[config.mk]
export PLATFORM = sky130hd
export DESIGN_NAME = out_state
export DESIGN_NICKNAME = d
export VERILOG_FILES = /design/src/rtl/out_state.sv
export SDC_FILE = /design/constraint.sdc
export NUM_CORES = 1
export LEC_CHECK = 0
export CAP_MARGIN = 20
export CORE_MARGIN = 2
export CORE_UTILIZATION = 35
export DETAILED_ROUTE_END_ITERATION = 16
export MAX_ROUTING_LAYER = met4
export SYNTH_ARGS = -nofsm -noshare
export SYNTH_HDL_FRONTEND = slang
export SYNTH_SLANG_ARGS = --single-unit
[constraint.sdc]
create_clock -name clk -period 1.72 [get_ports clk]
set_input_delay 0.344 -clock clk [delete_from_list [all_inputs] [get_ports clk]]
set_output_delay 0.344 -clock clk [all_outputs]
set_load 0.005 [all_outputs]
[src/rtl/out_state.sv]
`default_nettype none
// ============================================================================
// Module      : out_state
// Description : Toll-gate PASS/FAIL indicator. It drives a 7-segment pattern and
//               an optional buzzer tone, which is built when OUT_STATE_SOUND_EN
//               is defined.
// Revision    : 1.0 - initial release
// ============================================================================
module out_state #(
  parameter int HOLD_CYCLES = 16,
  parameter int TONE_DIV    = 2
) (
  input  logic       clk,
  input  logic       rst,
  input  logic [1:0] en,
  input  logic [3:0] hipass,
  output logic [6:0] out,
  output logic       sound_out
);

  localparam logic [1:0] S_IDLE = 2'd0;
  localparam logic [1:0] S_PASS = 2'd1;
  localparam logic [1:0] S_FAIL = 2'd2;

  localparam logic [7:0] c_HOLD_LOAD = 8'(HOLD_CYCLES - 1);

  if (HOLD_CYCLES < 2 || HOLD_CYCLES > 255 || TONE_DIV < 1 || TONE_DIV > 255) begin : g_param_check
    $error("out_state: parameter out of legal range");
  end

  logic [1:0] state_q, state_d;
  logic [7:0] timer_q, timer_d;
  logic [3:0] prev_q;
  logic       w_is_pass, w_is_fail, w_event;

  assign w_is_pass = hipass[3] && (hipass[2:0] != 3'b111);
  assign w_is_fail = (hipass == 4'b1111);
  // A code that is held steady must not retrigger, so only a change counts.
  assign w_event   = (en != 2'b00) && (w_is_pass || w_is_fail) && (hipass != prev_q);

  always_comb begin
    state_d = state_q;
    timer_d = timer_q;
    if (en == 2'b00) begin
      state_d = S_IDLE;
      timer_d = '0;
    end else if (w_event) begin
      state_d = w_is_fail ? S_FAIL : S_PASS;
      timer_d = c_HOLD_LOAD;
    end else if (state_q != S_IDLE) begin
      if (timer_q == 8'd0) state_d = S_IDLE;
      else                 timer_d = timer_q - 8'd1;
    end
  end

  always_ff @(posedge clk) begin
    if (!rst) begin
      state_q <= S_IDLE;
      timer_q <= '0;
      prev_q  <= '0;
    end else begin
      state_q <= state_d;
      timer_q <= timer_d;
      prev_q  <= hipass;
    end
  end

  always_comb begin
    out = 7'b0000000;
    if (en[0]) begin
      case (state_q)
        S_PASS:  out = 7'b1110011;
        S_FAIL:  out = 7'b1110001;
        default: out = 7'b1000000;
      endcase
    end
  end

`ifdef OUT_STATE_SOUND_EN
  localparam logic [7:0] c_TONE_LAST = 8'(TONE_DIV - 1);

  logic [7:0] tone_cnt_q;
  logic       tone_q;

  always_ff @(posedge clk) begin
    if (!rst || state_q == S_IDLE) begin
      tone_cnt_q <= '0;
      tone_q     <= 1'b0;
    end else if (tone_cnt_q == c_TONE_LAST) begin
      tone_cnt_q <= '0;
      tone_q     <= ~tone_q;
    end else begin
      tone_cnt_q <= tone_cnt_q + 8'd1;
    end
  end

  // FAIL gates the tone with timer bit 2 for an intermittent beep.
  always_comb begin
    sound_out = 1'b0;
    if (en[1]) begin
      case (state_q)
        S_PASS:  sound_out = tone_q;
        S_FAIL:  sound_out = tone_q & ~timer_q[2];
        default: sound_out = 1'b0;
      endcase
    end
  end
`else
  assign sound_out = 1'b0;
`endif

endmodule
`default_nettype wire

==> flow_summary.ini, run 1 <==
[worst_setup_path]
crit_arrival_ps = 1280
cp_slowest_cell = dfxtp_2
cpPeakStageDelay_ps = 330
crit_fanout = 2
crit_type = flop to output port
timing.rr.start = state_q[0]$_SDFFE_PP0P_
ff2ff_path_depth = 6
r2r_slack_ps = 180
cp-start-kind = flop
path_cells = buf_4 -> ha_1 -> and2_1 -> clkdlybuf4s15_1
required_ps = 1380
path_buf_inv = 2
worst_path_dominant_cell_family = flip-flops
r2r-end = timer_q[7]$_SDFFE_PP0P_
cp-end-kind = output port

[finish]
drive_above_1_share = 0.167
utilization = 0.486
num_antenna_cells = 0
final_cells = 129
filler_cell_count = 200
final_area_sq_um = 963
fin_nets = 115
synthToLayoutAreaGrowth_pct = 29.0

[yosys]
yosys-top-cells-count = dfxtp_1, o21ai_0, xnor2_1, and2_1, buf_4
synth_area_per_cell_sq_um = 9.11
synthMostInstantiatedCell = dfxtp_1
ys_top_cells_by_area = dfxtp_1, xnor2_1, ha_1
ys_ff_latch = 14
ys_types = 25
synthFlopType = dfxtp_1
synth_top_area_frac = 0.375
netlist_instances = 82
synth_area_sq_um = 747
yosysWarnings = 0
synth.largest_area_cell = dfxtp_1
synth_edf_count = 0
async_flop_share = 0
seq_area_frac_synth = 0.375

[clock_tree]
root_buffer = clkbuf_4
clkTransAtPathRegs_ps = 90
cts_tree = done
insertion_delay_ps = 280
cts-buffers-inserted = 3
cts_sinks = 14
cts_hold_buffers = 0
htree_levels = 1
cts_buffer_depth = 2

[timing]
max_freq_mhz = 617
fin_setup_tns_ps = 0
rsz0062_at_grt = no
setup_viol = 0
drv_slew = 0
min_period_ps = 1620
finalCritPeriodShare = 0.942
hold_violations = 0
finClkSkew_ps = 6.83

[power_and_ir_drop]
power_density_nw_per_um2 = 814
peakVddDrop_uv = 367
power.leakage_nw = 0.375
p_total_w = 0.000784

[floorplanning]
start_util = 0.377
std_cell_rows = 16
die_y_um = 50.2
ios = 16
die_w_um = 50.2
die_area_sq_um = 2520
coreArea_sq_um = 1980

[hold_path]
min_to = timer_q[4]$_SDFFE_PP0P_
min_from = timer_q[4]$_SDFFE_PP0P_
whs_path_depth = 1
hold_path_class = flop to flop

[global_routing]
grt_max_degree = 9
grt_pass1_wl_um = 2420
antenna_found_initial = 0
grt_pass1_vias = 581
grt_usage = 0.128
overflow = 0

[drt]
antenna_left = 0
first_pass_iters = 4
vias = 594
drt_wl_total_um = 1280
avgRoutedWirePerCell_um = 9.93
via_per_inst = 4.60
drc = 0
drt_iter0_drc = 8

[outcome]
status = complete, no violations

[place]
port-buffer-count = 12
placed_area_sq_um = 908
dpl.hpwl_um = 1020
gp_congestion = 0.750
dp_cells = 123

[flow_run]
cap_violations = 0
==> layout make-up <==
cell class                 count  area (sq um)  share of cell area
clock buffer                   4          36.3              0.0377
inverter                       4          15.0              0.0156
multi-input combinational     60           417               0.432
sequential                    14           283               0.294
tap                           27          33.8              0.0351
timing repair buffer          20           179               0.186
==> per-layer routing <==
metal  up-vias  share of wire  global-route usage  wire, um
met2        11           0.47               0.193       596
met5         -              0                   -         0
met3         2          0.030              0.0268        38
li1        319              -                   -         -
met1       262           0.49               0.164       627
met4         0          0.014              0.0556        18
==> state kept, by name, summed over array words and instances (netlist names) <==
name / cells
prev_q: 4
timer_q: 8
state_q: 2
==> what timing repair did <==
action,CTS,global route
gates cloned,0,0
resized for setup,6,6
pin swaps,0,0
buffers inserted,1,1
setup endpoints to repair,5,4
==> per-stage QoR <==
step / hold WS (ps) / worst slack, ps
final: 502 / 99.3
after global routing: 544 / 11.6
after detailed placement: 475 / -134
after floorplan: 454 / 271
after global placement: 472 / -110
after CTS: 491 / 15.8
==> where the power goes <==
group / internal [W] / switching, W / total, W
Clock: 0.000129 / 0.000108 / 0.000237
Combinational: 0.000102 / 0.0000788 / 0.000181
Sequential: 0.000346 / 0.0000204 / 0.000367
==> cells in the final DEF, fill, tap and decap left out, drive strengths merged <==
cell / n
dfxtp: 14
o21ai: 8
buf: 8
xnor2: 7
clkdlybuf4s50: 7
and2: 6
a21oi: 5
nor2: 5
inv: 4
ha: 4
clkdlybuf4s15: 4
clkbuf: 4
nor3: 3
a21o: 3
conb: 3
nand4: 2
o22ai: 2
or3: 2
or4: 2
nor4b: 1
o2111ai: 1
and4: 1
nand2: 1
nand2b: 1
mux2i: 1
nor3b: 1
a211oi: 1
dlygate4sd2: 1
==> kinds of logic (layout without fill, tap and decap cells) <==
group                      Yosys count  count (layout)  share of synthesized area
AOI/OAI and AO/OA                   20              20                      0.156
xor gates and xnor gates             7               7                     0.0821
adders and majority gates            4               4                     0.0670
buffers and inverters               10              28                     0.0804
DFF                                 14              14                      0.375
muxes                                1               1                     0.0134
other                                1               3                    0.00502
and+or+nand+nor                     25              25                      0.221
==> how the worst max path moves through the flow <==
stage,startpoint,endpoint,slack (ps),cells after the start
global placement,en[0],out[0],-110,3
finish,state_q[0]$_SDFFE_PP0P_,out[1],100,4
floorplan,state_q[0]$_SDFFE_PP0P_,timer_q[3]$_SDFFE_PP0P_,270,6
CTS,state_q[1]$_SDFFE_PP0P_,out[0],20,4
detailed placement,en[0],out[0],-130,3
global route,state_q[0]$_SDFFE_PP0P_,out[5],10,4
No activity file was read; power rests on OpenSTA's default activity.
==> run 2: changes to the inputs <==
==> constraint.sdc (replaced) <==
create_clock -name clk -period 1.72 [get_ports clk]
set_input_delay 0.344 -clock clk [delete_from_list [all_inputs] [get_ports clk]]
set_output_delay 0.344 -clock clk [all_outputs]
set_load 0.01 [all_outputs]
==> run 2 against run 1 <==
Sequential power is essentially flat. Setup slack gained 1.7 ps. Combinational power is essentially flat. Wire length grew 9.1%. Die area is the same. Via count grew 2.5%. Critical path depth is the same. Worst hold slack lost 12 ps. Maximum frequency grew 0.11%. Register-to-register slack is essentially flat. Highest routed layer unchanged.
==> flow_summary.ini, run 2 (synthesis results as in run 1) <==
[timing]
setup_viol = 0
min_period_ps = 1620
hold_violations = 0
max_freq_mhz = 618
rsz0062_at_grt = no
finClkSkew_ps = 2.18
finalCritPeriodShare = 0.941
holdWs_ps = 490
worst_slack_ps = 101
drv_slew = 0

[clock_tree]
htree_levels = 1
cts_tree = done
cts_buffer_depth = 2
cts_hold_buffers = 0
clkTransAtPathRegs_ps = 80
cts_sinks = 14
insertion_delay_ps = 280
root_buffer = clkbuf_4
cts-buffers-inserted = 3

[drt]
drt_wl_total_um = 1400
drt_iter0_drc = 7
vias = 609
via_per_inst = 4.80
drc = 0
antenna_left = 0
first_pass_iters = 4
avgRoutedWirePerCell_um = 11.0

[finish]
final_cell_mix = dfxtp_1, o21ai_0, xnor2_1, clkdlybuf4s50_1, buf_4
mostFrequentLayoutCell = dfxtp_1
num_antenna_cells = 0
synthToLayoutAreaGrowth_pct = 23.6
largest_reg_flops = 8
final_cells = 127
top_register = timer_q
drive_above_1_share = 0.160
fin_nets = 114
top_regs = timer_q: 8 flops, prev_q: 4 flops, state_q: 2 flops
final_area_sq_um = 923

[worst_setup_path]
cp-end-kind = output port
crit_fanout = 2
r2r_slack_ps = 180
required_ps = 1380
worstSetupStartpoint = state_q[0]$_SDFFE_PP0P_
ff2ff_path_depth = 6
r2r-end = timer_q[3]$_SDFFE_PP0P_
cp-endpoint = out[1]
cp-start-kind = flop
timing.rr.start = state_q[1]$_SDFFE_PP0P_
crit_type = flop to output port
crit_arrival_ps = 1270

[place]
dp_cells = 124
port-buffer-count = 12
gp_congestion = 0.746
place_worst_setup_slack_ps = -182
placed_area_sq_um = 916
dpl.hpwl_um = 1110

[floorplanning]
coreArea_sq_um = 1980
die_area_sq_um = 2520
ios = 16
std_cell_rows = 16
start_util = 0.377
die_w_um = 50.2
die_y_um = 50.2

[hold_path]
hold_path_class = flop to flop

[global_routing]
grt_max_degree = 8
grt_pass1_vias = 615
overflow = 0
grt_pass1_wl_um = 2550
grt_usage = 0.139
antenna_found_initial = 0

[outcome]
status = complete, no violations

[power_and_ir_drop]
power.leakage_nw = 0.361
power_density_nw_per_um2 = 796
peakVddDrop_uv = 362

[flow_run]
cap_violations = 0
## run 2: critical path: stages (launching register included)
cell and delay (ps):
dfxtp_2 320, buf_4 120, ha_1 180, and2_1 150, clkdlybuf4s15_1 220
## run 2: worst min path at each step
stage / end / slack [ps] / cells past startpoint / from
floorplan: state_q[1]$_SDFFE_PP0P_ / 450 / 2 / state_q[1]$_SDFFE_PP0P_
global placement: state_q[1]$_SDFFE_PP0P_ / 470 / 2 / state_q[1]$_SDFFE_PP0P_
detailed placement: state_q[1]$_SDFFE_PP0P_ / 480 / 2 / state_q[1]$_SDFFE_PP0P_
CTS: state_q[1]$_SDFFE_PP0P_ / 490 / 2 / state_q[1]$_SDFFE_PP0P_
global route: state_q[1]$_SDFFE_PP0P_ / 520 / 2 / state_q[1]$_SDFFE_PP0P_
finish: state_q[1]$_SDFFE_PP0P_ / 490 / 2 / state_q[1]$_SDFFE_PP0P_
## run 2: power breakdown
group,leakage [nW],switching [W],internal (W)
clock network,0.0138,0.000103,0.0000812
logic,0.231,0.0000856,0.0000984
registers,0.116,0.0000208,0.000346
## run 2: metal layers
metal,track usage,part of all wire,routed length (um)
met1,0.164,0.48,668
met2,0.219,0.47,658
met3,0.0536,0.042,59
met4,0.0417,0.0079,11
met5,-,0,0
## run 2: cell type report
cell class,count,area [sq um]
clock buffers,3,22.5
multi-input cells,60,414
fillers,202,1060
repair buffers,19,156
inverters,4,15.0
well taps,27,33.8
flip-flops and latches,14,282
## run 2: timing repair
item | CTS | global route
setup buffers | 0 | 0
endpoints found under the setup margin | 5 | 4
hold endpoints to repair | 0 | 0
resized for setup | 9 | 4
## run 2: per-stage QoR
step	power (W)	util	setup TNS, ps
2_1_floorplan	0.000497	-	0
3_3_place_gp	0.000561	0.462	-628
3_5_place_dp	0.000564	0.462	-739
4_1_cts	0.000751	0.473	0
5_1_grt	0.000788	0.466	0
6_report	0.000735	0.466	0
